<file path="src/rtl/add_acc_pipe.sv">
// rtl/add_acc_pipe.sv - 2-stage pipelined adder/accumulator with valid/ready handshakes
module add_acc_pipe #(
    parameter int WIDTH       = 8,
    parameter bit SAT_DEFAULT = 1'b0
) (
    input  logic             clk,
    input  logic             rst_n,
    input  logic             in_valid,
    output logic             in_ready,
    input  logic [WIDTH-1:0] a,
    input  logic [WIDTH-1:0] b,
    input  logic             acc_mode,
    input  logic             acc_clr,
    input  logic             sat_en,
    output logic             out_valid,
    input  logic             out_ready,
    output logic [WIDTH-1:0] sum,
    output logic             overflow,
    output logic             carry
);

    localparam int MSB = WIDTH - 1;

    logic             v1, v2;
    logic             en1, en2;
    logic [WIDTH-1:0] a_q, b_q;
    logic             acc_mode_q, acc_clr_q, sat_en_q;
    logic [WIDTH-1:0] acc;

    logic [WIDTH-1:0] op_x, op_y;
    logic [WIDTH:0]   raw;
    logic             ovf_c;
    logic [WIDTH-1:0] sum_c;

    // Integrator-facing documentation only; the sat_en port decides behaviour.
    logic sat_default_unused;
    assign sat_default_unused = SAT_DEFAULT;

    assign en2       = !v2 || out_ready;
    assign en1       = !v1 || en2;
    assign in_ready  = en1;
    assign out_valid = v2;

    always_ff @(posedge clk or negedge rst_n) begin
        if (!rst_n) begin
            v1         <= 1'b0;
            a_q        <= '0;
            b_q        <= '0;
            acc_mode_q <= 1'b0;
            acc_clr_q  <= 1'b0;
            sat_en_q   <= 1'b0;
        end else if (en1) begin
            v1         <= in_valid;
            a_q        <= a;
            b_q        <= b;
            acc_mode_q <= acc_mode;
            acc_clr_q  <= acc_clr;
            sat_en_q   <= sat_en;
        end
    end

    always_comb begin
        op_x = a_q;
        if (!acc_mode_q)
            op_y = b_q;
        else if (acc_clr_q)
            op_y = '0;
        else
            op_y = acc;
        raw   = {1'b0, op_x} + {1'b0, op_y};
        ovf_c = (op_x[MSB] == op_y[MSB]) && (raw[MSB] != op_x[MSB]);
        sum_c = raw[WIDTH-1:0];
        // Clamp toward the sign of the operands when the signed add wraps.
        if (sat_en_q && ovf_c)
            sum_c = op_x[MSB] ? {1'b1, {(WIDTH-1){1'b0}}} : {1'b0, {(WIDTH-1){1'b1}}};
    end

    always_ff @(posedge clk or negedge rst_n) begin
        if (!rst_n) begin
            v2       <= 1'b0;
            sum      <= '0;
            overflow <= 1'b0;
            carry    <= 1'b0;
            acc      <= '0;
        end else if (en2) begin
            v2       <= v1;
            sum      <= sum_c;
            overflow <= ovf_c;
            carry    <= raw[WIDTH];
            if (v1 && acc_mode_q)
                acc <= sum_c;
        end
    end

endmodule
</file>
<file path="config.mk">
export PLATFORM = sky130hd
export DESIGN_NAME = add_acc_pipe
export DESIGN_NICKNAME = d
export VERILOG_FILES = /design/src/rtl/add_acc_pipe.sv
export SDC_FILE = /design/constraint.sdc
export NUM_CORES = 1
export LEC_CHECK = 0
export ABC_AREA = 1
export CORE_MARGIN = 4
export CORE_UTILIZATION = 40
export DETAILED_ROUTE_END_ITERATION = 10
export DONT_BUFFER_PORTS = 1
export SLEW_MARGIN = 15
export SYNTH_ARGS = -nofsm -noshare
export SYNTH_HDL_FRONTEND = slang
export SYNTH_SLANG_ARGS = --single-unit
</file>
<file path="constraint.sdc">
create_clock -name clk -period 2.1 [get_ports clk]
set_clock_uncertainty 0.15 [all_clocks]
set_input_delay 0.21 -clock clk [delete_from_list [all_inputs] [get_ports clk]]
set_output_delay 0.21 -clock clk [all_outputs]
set_load 0.1 [all_outputs]
</file>
==> results of run 1 <==
-- flip-flops by register name, indices dropped and copies added, names as in the netlist --
name / flops
acc: 8
acc_clr_q: 1
a_q: 8
carry: 1
sum: 8
sat_en_q: 1
v1: 1
out_valid: 1
acc_mode_q: 1
b_q: 8
overflow: 1
-- area by class of cell --
class                      instances  area [um2]  area share
timing repair buffer              53       465.4      0.1690
tap                               67       83.83     0.03044
inverter                          25       93.84     0.03408
clock buffer                       7       96.34     0.03498
sequential                        39       977.2      0.3548
clock inverter                     1       7.507    0.002726
multi-input combinational        168        1030      0.3739
-- final timing paths --
path | startpoint | end | slack (ns)
max reg2reg | acc_clr_q | sum[0] | -0.21
min reg2reg | sum[7] | sum[7] | 0.33
max in group asynchronous | rst_n | acc[3] | 1.38
max | acc_clr_q | sum[0] | -0.21
min in group asynchronous | rst_n | b_q[5] | 0.21
min | out_ready | out_valid | 0.07
-- synth_stat cells --
cell type / number / area (um2)
nand2_1: 93 / 349.1
dfrtp_1: 39 / 975.9
inv_1: 24 / 90.09
o21ai_0: 18 / 90.09
mux2_2: 9 / 101.4
ha_1: 8 / 100.1
nor2_1: 6 / 22.52
nand2_2: 5 / 31.28
nand3_1: 5 / 25.02
a21oi_1: 3 / 15.01
clkbuf_1: 3 / 11.26
xnor2_1: 3 / 26.28
nand2_4: 2 / 22.52
nand3_2: 2 / 20.02
nand4_1: 2 / 12.51
nand4_4: 2 / 42.54
xor2_1: 2 / 17.52
a21oi_4: 1 / 16.27
a22oi_1: 1 / 7.510
buf_2: 1 / 5.000
clkinv_1: 1 / 3.750
fa_1: 1 / 20.02
nor2_2: 1 / 6.260
nor2_4: 1 / 11.26
nor3_4: 1 / 16.27
or2_1: 1 / 6.260
or2_4: 1 / 8.760
-- worst max-delay path, delay by kind of cell, from the launching register on --
kind / cells / cell delay [ns]
AOI/OAI and AO/OA: 1 / 0.09
adders and majority gates: 1 / 0.27
DFF: 1 / 0.42
and+or+nand+nor: 11 / 1.28
-- cell families (layout without fill, tap and decap cells) --
family | after synthesis | count (layout) | share of synthesized area
XOR/XNOR | 5 | 5 | 0.02132
AO/OA/AOI/OAI | 23 | 23 | 0.06273
buffers and inverters | 29 | 86 | 0.05359
AND/OR/NAND/NOR | 122 | 122 | 0.2795
adder cells (fa/ha/maj) | 9 | 9 | 0.05847
multiplexers | 9 | 9 | 0.04933
flip-flops | 39 | 39 | 0.4750
-- stage by stage --
stage	util	total power, mW	TNS [ns]
after floorplan	-	2.288	-0.8052
after global placement	0.4797	2.658	-1.958
after detailed placement	0.4797	2.672	-2.951
after CTS	0.5554	3.332	-2.608
after global routing	0.5680	3.579	-5.652
final	0.5680	3.347	-2.942
-- metal layers --
metal	routed length (um)	vias to the layer above	track usage
met2	2196	26	0.2746
met3	243	6	0.05418
met4	65	0	0.05670
li1	-	858	-
met5	0	-	0
met1	1977	784	0.1938
-- report_power, final --
group / internal (mW) / leakage [nW] / switching (mW) / total [mW]
logic: 0.536 / 0.888 / 1.20 / 1.74
clock network: 0.299 / 0.0505 / 0.269 / 0.567
registers: 0.945 / 0.468 / 0.0980 / 1.04
total: 1.78 / 1.41 / 1.57 / 3.35
-- what timing repair did --
item                                    in CTS  in global routing
endpoints found under the hold margin       61                  0
endpoints found under the setup margin      17                 18
hold buffers                                23                  0
setup buffers                                3                  2
gates resized for setup                      3                 15
pin swaps                                   14                 21
==> flow_metrics.tcl, run 1 <==
set metrics [dict create \
    port_buffers 0 \
    ant_nets 0 \
    hold_depth 3 \
    syn_nets 268 \
    drv_slew 0 \
    nets 324 \
    ys_seq_area_frac 0.4750 \
    grt_use_total 0.1631 \
    max_slew_margin 0.7723 \
    cts-htree-levels 2 \
    timing.final.crit_share 1.100 \
    routed_via_density 4.650 \
    layout_min_cycle_time_ns 2.311 \
    die_w_um 79.67 \
    place.detailed.hpwl_um 3314 \
    yosysWarnings 0 \
    hold_viol_final 0 \
    final_cell_mix "87 x nand2_1, 38 x dfrtp_1, 30 x buf_4" \
    hold_slack_ns 0.07360 \
    cts-root-buf "clkbuf_8" \
    drt_wl_total_um 4483 \
    vias 1674 \
    start_kind "register" \
    cts_buffers 5 \
    ioPinCount 35 \
    drt_iter0_markers 52 \
    layout-area-overhead-vs-synth_pct 34.04 \
    syn-cell-area_um2 2054 \
    grt_pass1_vias 1822 \
    dp_cells 324 \
    cts.sinks 39 \
    final-instance-count-excl-fill 360 \
    rsz0062_at_grt "yes" \
    clk_pin_slew_worst_paths_ns 0.08 \
    antenna_found_initial 0 \
    grt.overflow.total 0 \
    p_per_area_nw_per_um2 1215 \
    max_cap_viol_count 0 \
    peakVddDrop_uv 613.1 \
    diodes 0 \
    cpMostUsedCell "nand2_1" \
    cts_tree "built" \
    tightestPinTransition_ns 0.3405 \
    grt_max_degree 40 \
    ys_types 27 \
    clock_path_buffers 2 \
    postLayoutSetupSlackWorst_ns -0.2110 \
    syn_inst 236 \
    grt_pass1_wl_um 7921 \
    initial_core_util 0.4237 \
    clk_latency_ns 0.30 \
    min_path_type "input port to register" \
    drive_gt1_frac 0.2867 \
    fp.dieArea_um2 6347 \
    drc 0 \
    routedWlPerCell_um 12.45 \
    ys_ff_latch 39 \
    p_leak_nw 1.406 \
    syn_avg_cell_area_um2 8.705 \
    slowest_stage "dfrtp_1" \
    core-area_um2 4848 \
    crit_fanout 8 \
    rows 25 \
    setup_viol 17 \
    cpPeakStageDelay_ns 0.42 \
    worst_ep_required_time_ns 2.14 \
    place_area_um2 2326 \
    gp_congestion 0.8397 \
    mostFrequentLayoutCell "nand2_1" \
    crit_arrival_ns 2.35 \
    reg2reg_depth 13 \
    fill_cells 465 \
    drt_first_pass_iters 4 \
    final_area_um2 2754 \
    cp_cell_sequence "nor2_4 -> nand2_1 -> o21ai_0 -> ha_1 -> or2_4 -> nand3_2 -> nand2_4 -> nand2_4 -> nand4_4 -> nand2_1 -> nand2_1 -> nand2_1 -> nand2_1" \
    die_h_um 79.67 \
    criticalPathCategory "register to register" \
    dp_slack_ns -0.2092 \
    status "finished with violations" \
    max_freq_mhz 432.7 \
    cp-end-kind "register" \
    violations "negative setup slack" \
]
Power figures use the tool's default switching activity.
==> inputs of run 2 (changes only) <==
Settings changed: ABC_AREA 1 to 0.
==> flow_metrics.tcl, run 2 <==
set metrics [dict create \
    tightestPinTransition_ns 0.5465 \
    initial_core_util 0.4250 \
    routed_via_density 5.120 \
    grt_pass1_vias 1884 \
    drc 0 \
    drive_gt1_frac 0.4594 \
    min_path_type "input port to register" \
    synth-xor-area-share 0.01275 \
    cts-root-buf "clkbuf_8" \
    cts.sinks 39 \
    mostFrequentLayoutCell "buf_4" \
    p_leak_nw 1.423 \
    drv_slew 0 \
    synth_compound_area_frac 0.1639 \
    cts_buffers 5 \
    cp_cell_sequence "nor2b_4 -> buf_6 -> buf_4 -> nand2_4 -> o21ai_4 -> ha_4 -> a21o_4 -> o21ai_4 -> buf_6 -> a31oi_4 -> nor2_2 -> o21ai_2 -> mux2_4" \
    hold_slack_ns 0.1083 \
    ant_nets 0 \
    grt_pass1_wl_um 8963 \
    antenna_found_initial 0 \
    pwr-share-comb 0.581 \
    postLayoutSetupSlackWorst_ns -0.5227 \
    cpPeakStageDelay_ns 0.38 \
    p_per_area_nw_per_um2 1221 \
    layout-area-overhead-vs-synth_pct 52.28 \
    syn-cell-area_um2 2061 \
    p_sw_frac 0.4534 \
    yosysMostFrequentCell "dfrtp_1" \
    switching_power_mw 1.737 \
    fp.dieArea_um2 6364 \
    synth_edf_count 0 \
    status "finished with violations" \
    slowest_stage "dfrtp_1" \
    synthFlopType "dfrtp_1" \
    crit_fanout 8 \
    ys_ff_latch 39 \
    hold_viol_final 0 \
    synth_top_area_frac 0.4736 \
    p_int_mw 2.094 \
    drt_iter0_markers 75 \
    nets 314 \
    die_h_um 79.78 \
    grt_use_total 0.1808 \
    cp-end-kind "register" \
    gp_congestion 0.8739 \
    p_clk_frac 0.138 \
    path_buf_inv 3 \
    syn_avg_cell_area_um2 9.955 \
    final_cell_mix "48 x buf_4, 38 x dfrtp_1, 26 x nand2_1" \
    die_w_um 79.78 \
    start_kind "register" \
    rsz0062_at_grt "yes" \
    peakVddDrop_uv 547.7 \
    criticalPathCategory "register to register" \
    clock_path_buffers 2 \
    grt_max_degree 40 \
    place_area_um2 2462 \
    diodes 0 \
    yosysTopAreaCell "dfrtp_1" \
    async_flop_share 1.000 \
    crit_arrival_ns 2.65 \
    post_synth_fa_ha_maj_area_fraction 0.05829 \
    worst_ep_required_time_ns 2.13 \
    clk_pin_slew_worst_paths_ns 0.08 \
    synth_top_family_by_area "compound AO/OA/AOI/OAI gates" \
    grt.overflow.total 0 \
    rows 25 \
    core-area_um2 4848 \
    max_cap_viol_count 0 \
    p_seq_frac 0.282 \
    max_slew_margin 0.6344 \
    cts-htree-levels 2 \
    timing.final.crit_share 1.249 \
    ys_seq_area_frac 0.4736 \
    place.detailed.hpwl_um 3556 \
    ioPinCount 35 \
    routedWlPerCell_um 15.47 \
    violations "negative setup slack" \
    max_freq_mhz 381.3 \
    drt_first_pass_iters 4 \
    clk_latency_ns 0.30 \
    syn_inst 207 \
    synth-simple-area-share 0.1403 \
    synth_area_leaders "dfrtp_1 47%, mux2_2 11%, o21ai_0 6.1%, nand2_1 5.5%, ha_1 4.9%" \
    yosysWarnings 0 \
    muxShareOfSynthArea 0.1093 \
    layout_min_cycle_time_ns 2.623 \
    drt_wl_total_um 5413 \
    vias 1792 \
    ys_types 38 \
    fill_cells 361 \
    port_buffers 0 \
    setup_viol 18 \
    syn_nets 239 \
    cts_tree "built" \
    crit_family "compound AO/OA/AOI/OAI gates" \
    final_area_um2 3138 \
    synthTopCellsByCount "39 x dfrtp_1, 30 x nand2_1, 25 x o21ai_0" \
]
run 2: cell types whose count changed after synthesis, sizes merged, moves of 4 or more:
cell   previous run  this run
nand2           100        30
a21o              0         4
o21ai            18        28
nor2              8        13
mux2              9        20
inv              24        14
run 2: final timing paths:
path	startpoint	end	slack, ns	cells past startpoint
min in group asynchronous	rst_n	overflow	0.21	2
worst min register to register	overflow	overflow	0.34	2
worst max-delay path	acc_mode_q	acc[3]	-0.52	13
max in group asynchronous	rst_n	a_q[1]	1.38	2
worst max register to register	acc_mode_q	acc[3]	-0.52	13
worst min-delay path	out_ready	overflow	0.11	4
run 2: per-stage QoR:
stage / power (mW) / std cells / worst slack [ns] / TNS [ns] / utilization
CTS: 3.576 / 346 / -0.5132 / -7.843 / 0.6008
floorplan: 2.371 / 207 / -0.3060 / -4.024 / -
detailed placement: 2.858 / 309 / -0.6517 / -8.667 / 0.5079
global placement: 2.838 / 309 / -0.6027 / -7.965 / 0.5079
global route: 4.035 / 350 / -0.6326 / -10.05 / 0.6472
finish: 3.830 / 350 / -0.5227 / -8.156 / 0.6472
run 2: power groups by stage:
| stage | clock (mW) | combinational, mW | sequential [mW] |
|---|---|---|---|
| after global placement | 0 | 1.76 | 1.07 |
| after CTS | 0.537 | 1.98 | 1.06 |
| after floorplan | 0 | 0.694 | 1.68 |
| final | 0.527 | 2.22 | 1.08 |
| after global routing | 0.569 | 2.36 | 1.10 |
| after detailed placement | 0 | 1.79 | 1.07 |
run 2: worst reg2reg max path, cell delays in order (launching register included):
cell     delay (ns)
dfrtp_1        0.38
nor2b_4        0.13
buf_6          0.14
buf_4          0.14
nand2_4        0.06
o21ai_4        0.07
ha_4           0.27
a21o_4         0.21
o21ai_4        0.21
buf_6          0.13
a31oi_4        0.14
nor2_2         0.15
o21ai_2        0.09
mux2_4         0.27
run 2: area by class of cell:
cell class | count | area, um2 | area share
inverter | 14 | 52.55 | 0.01675
tap | 67 | 83.83 | 0.02671
clock inverter | 1 | 5.005 | 0.001595
multi-input combinational | 147 | 1277 | 0.4071
sequential | 39 | 977.2 | 0.3114
timing repair buffer | 75 | 655.6 | 0.2089
clock buffer | 7 | 86.33 | 0.02751
run 2: kinds of logic after synthesis:
| family | Yosys count |
|---|---|
| buffers and inverters | 21 |
| xor gates and xnor gates | 3 |
| AOI/OAI and AO/OA | 53 |
| DFF | 39 |
| muxes | 20 |
| and+or+nand+nor | 62 |
| adders and majority gates | 9 |
run 2: routing by layer:
layer,vias up,routed length [um],track usage
met5,-,0,0
met1,879,2323,0.2279
li1,861,-,-
met2,38,2777,0.3122
met3,14,179,0.03499
met4,0,132,0.05574
run 2: timing repair:
action | CTS | global route
setup endpoints to repair | 18 | 18
hold buffers | 22 | 0
buffers inserted | 7 | 6
resized for setup | 29 | 42
endpoints found under the hold margin | 59 | 0
pin swaps | 21 | 22
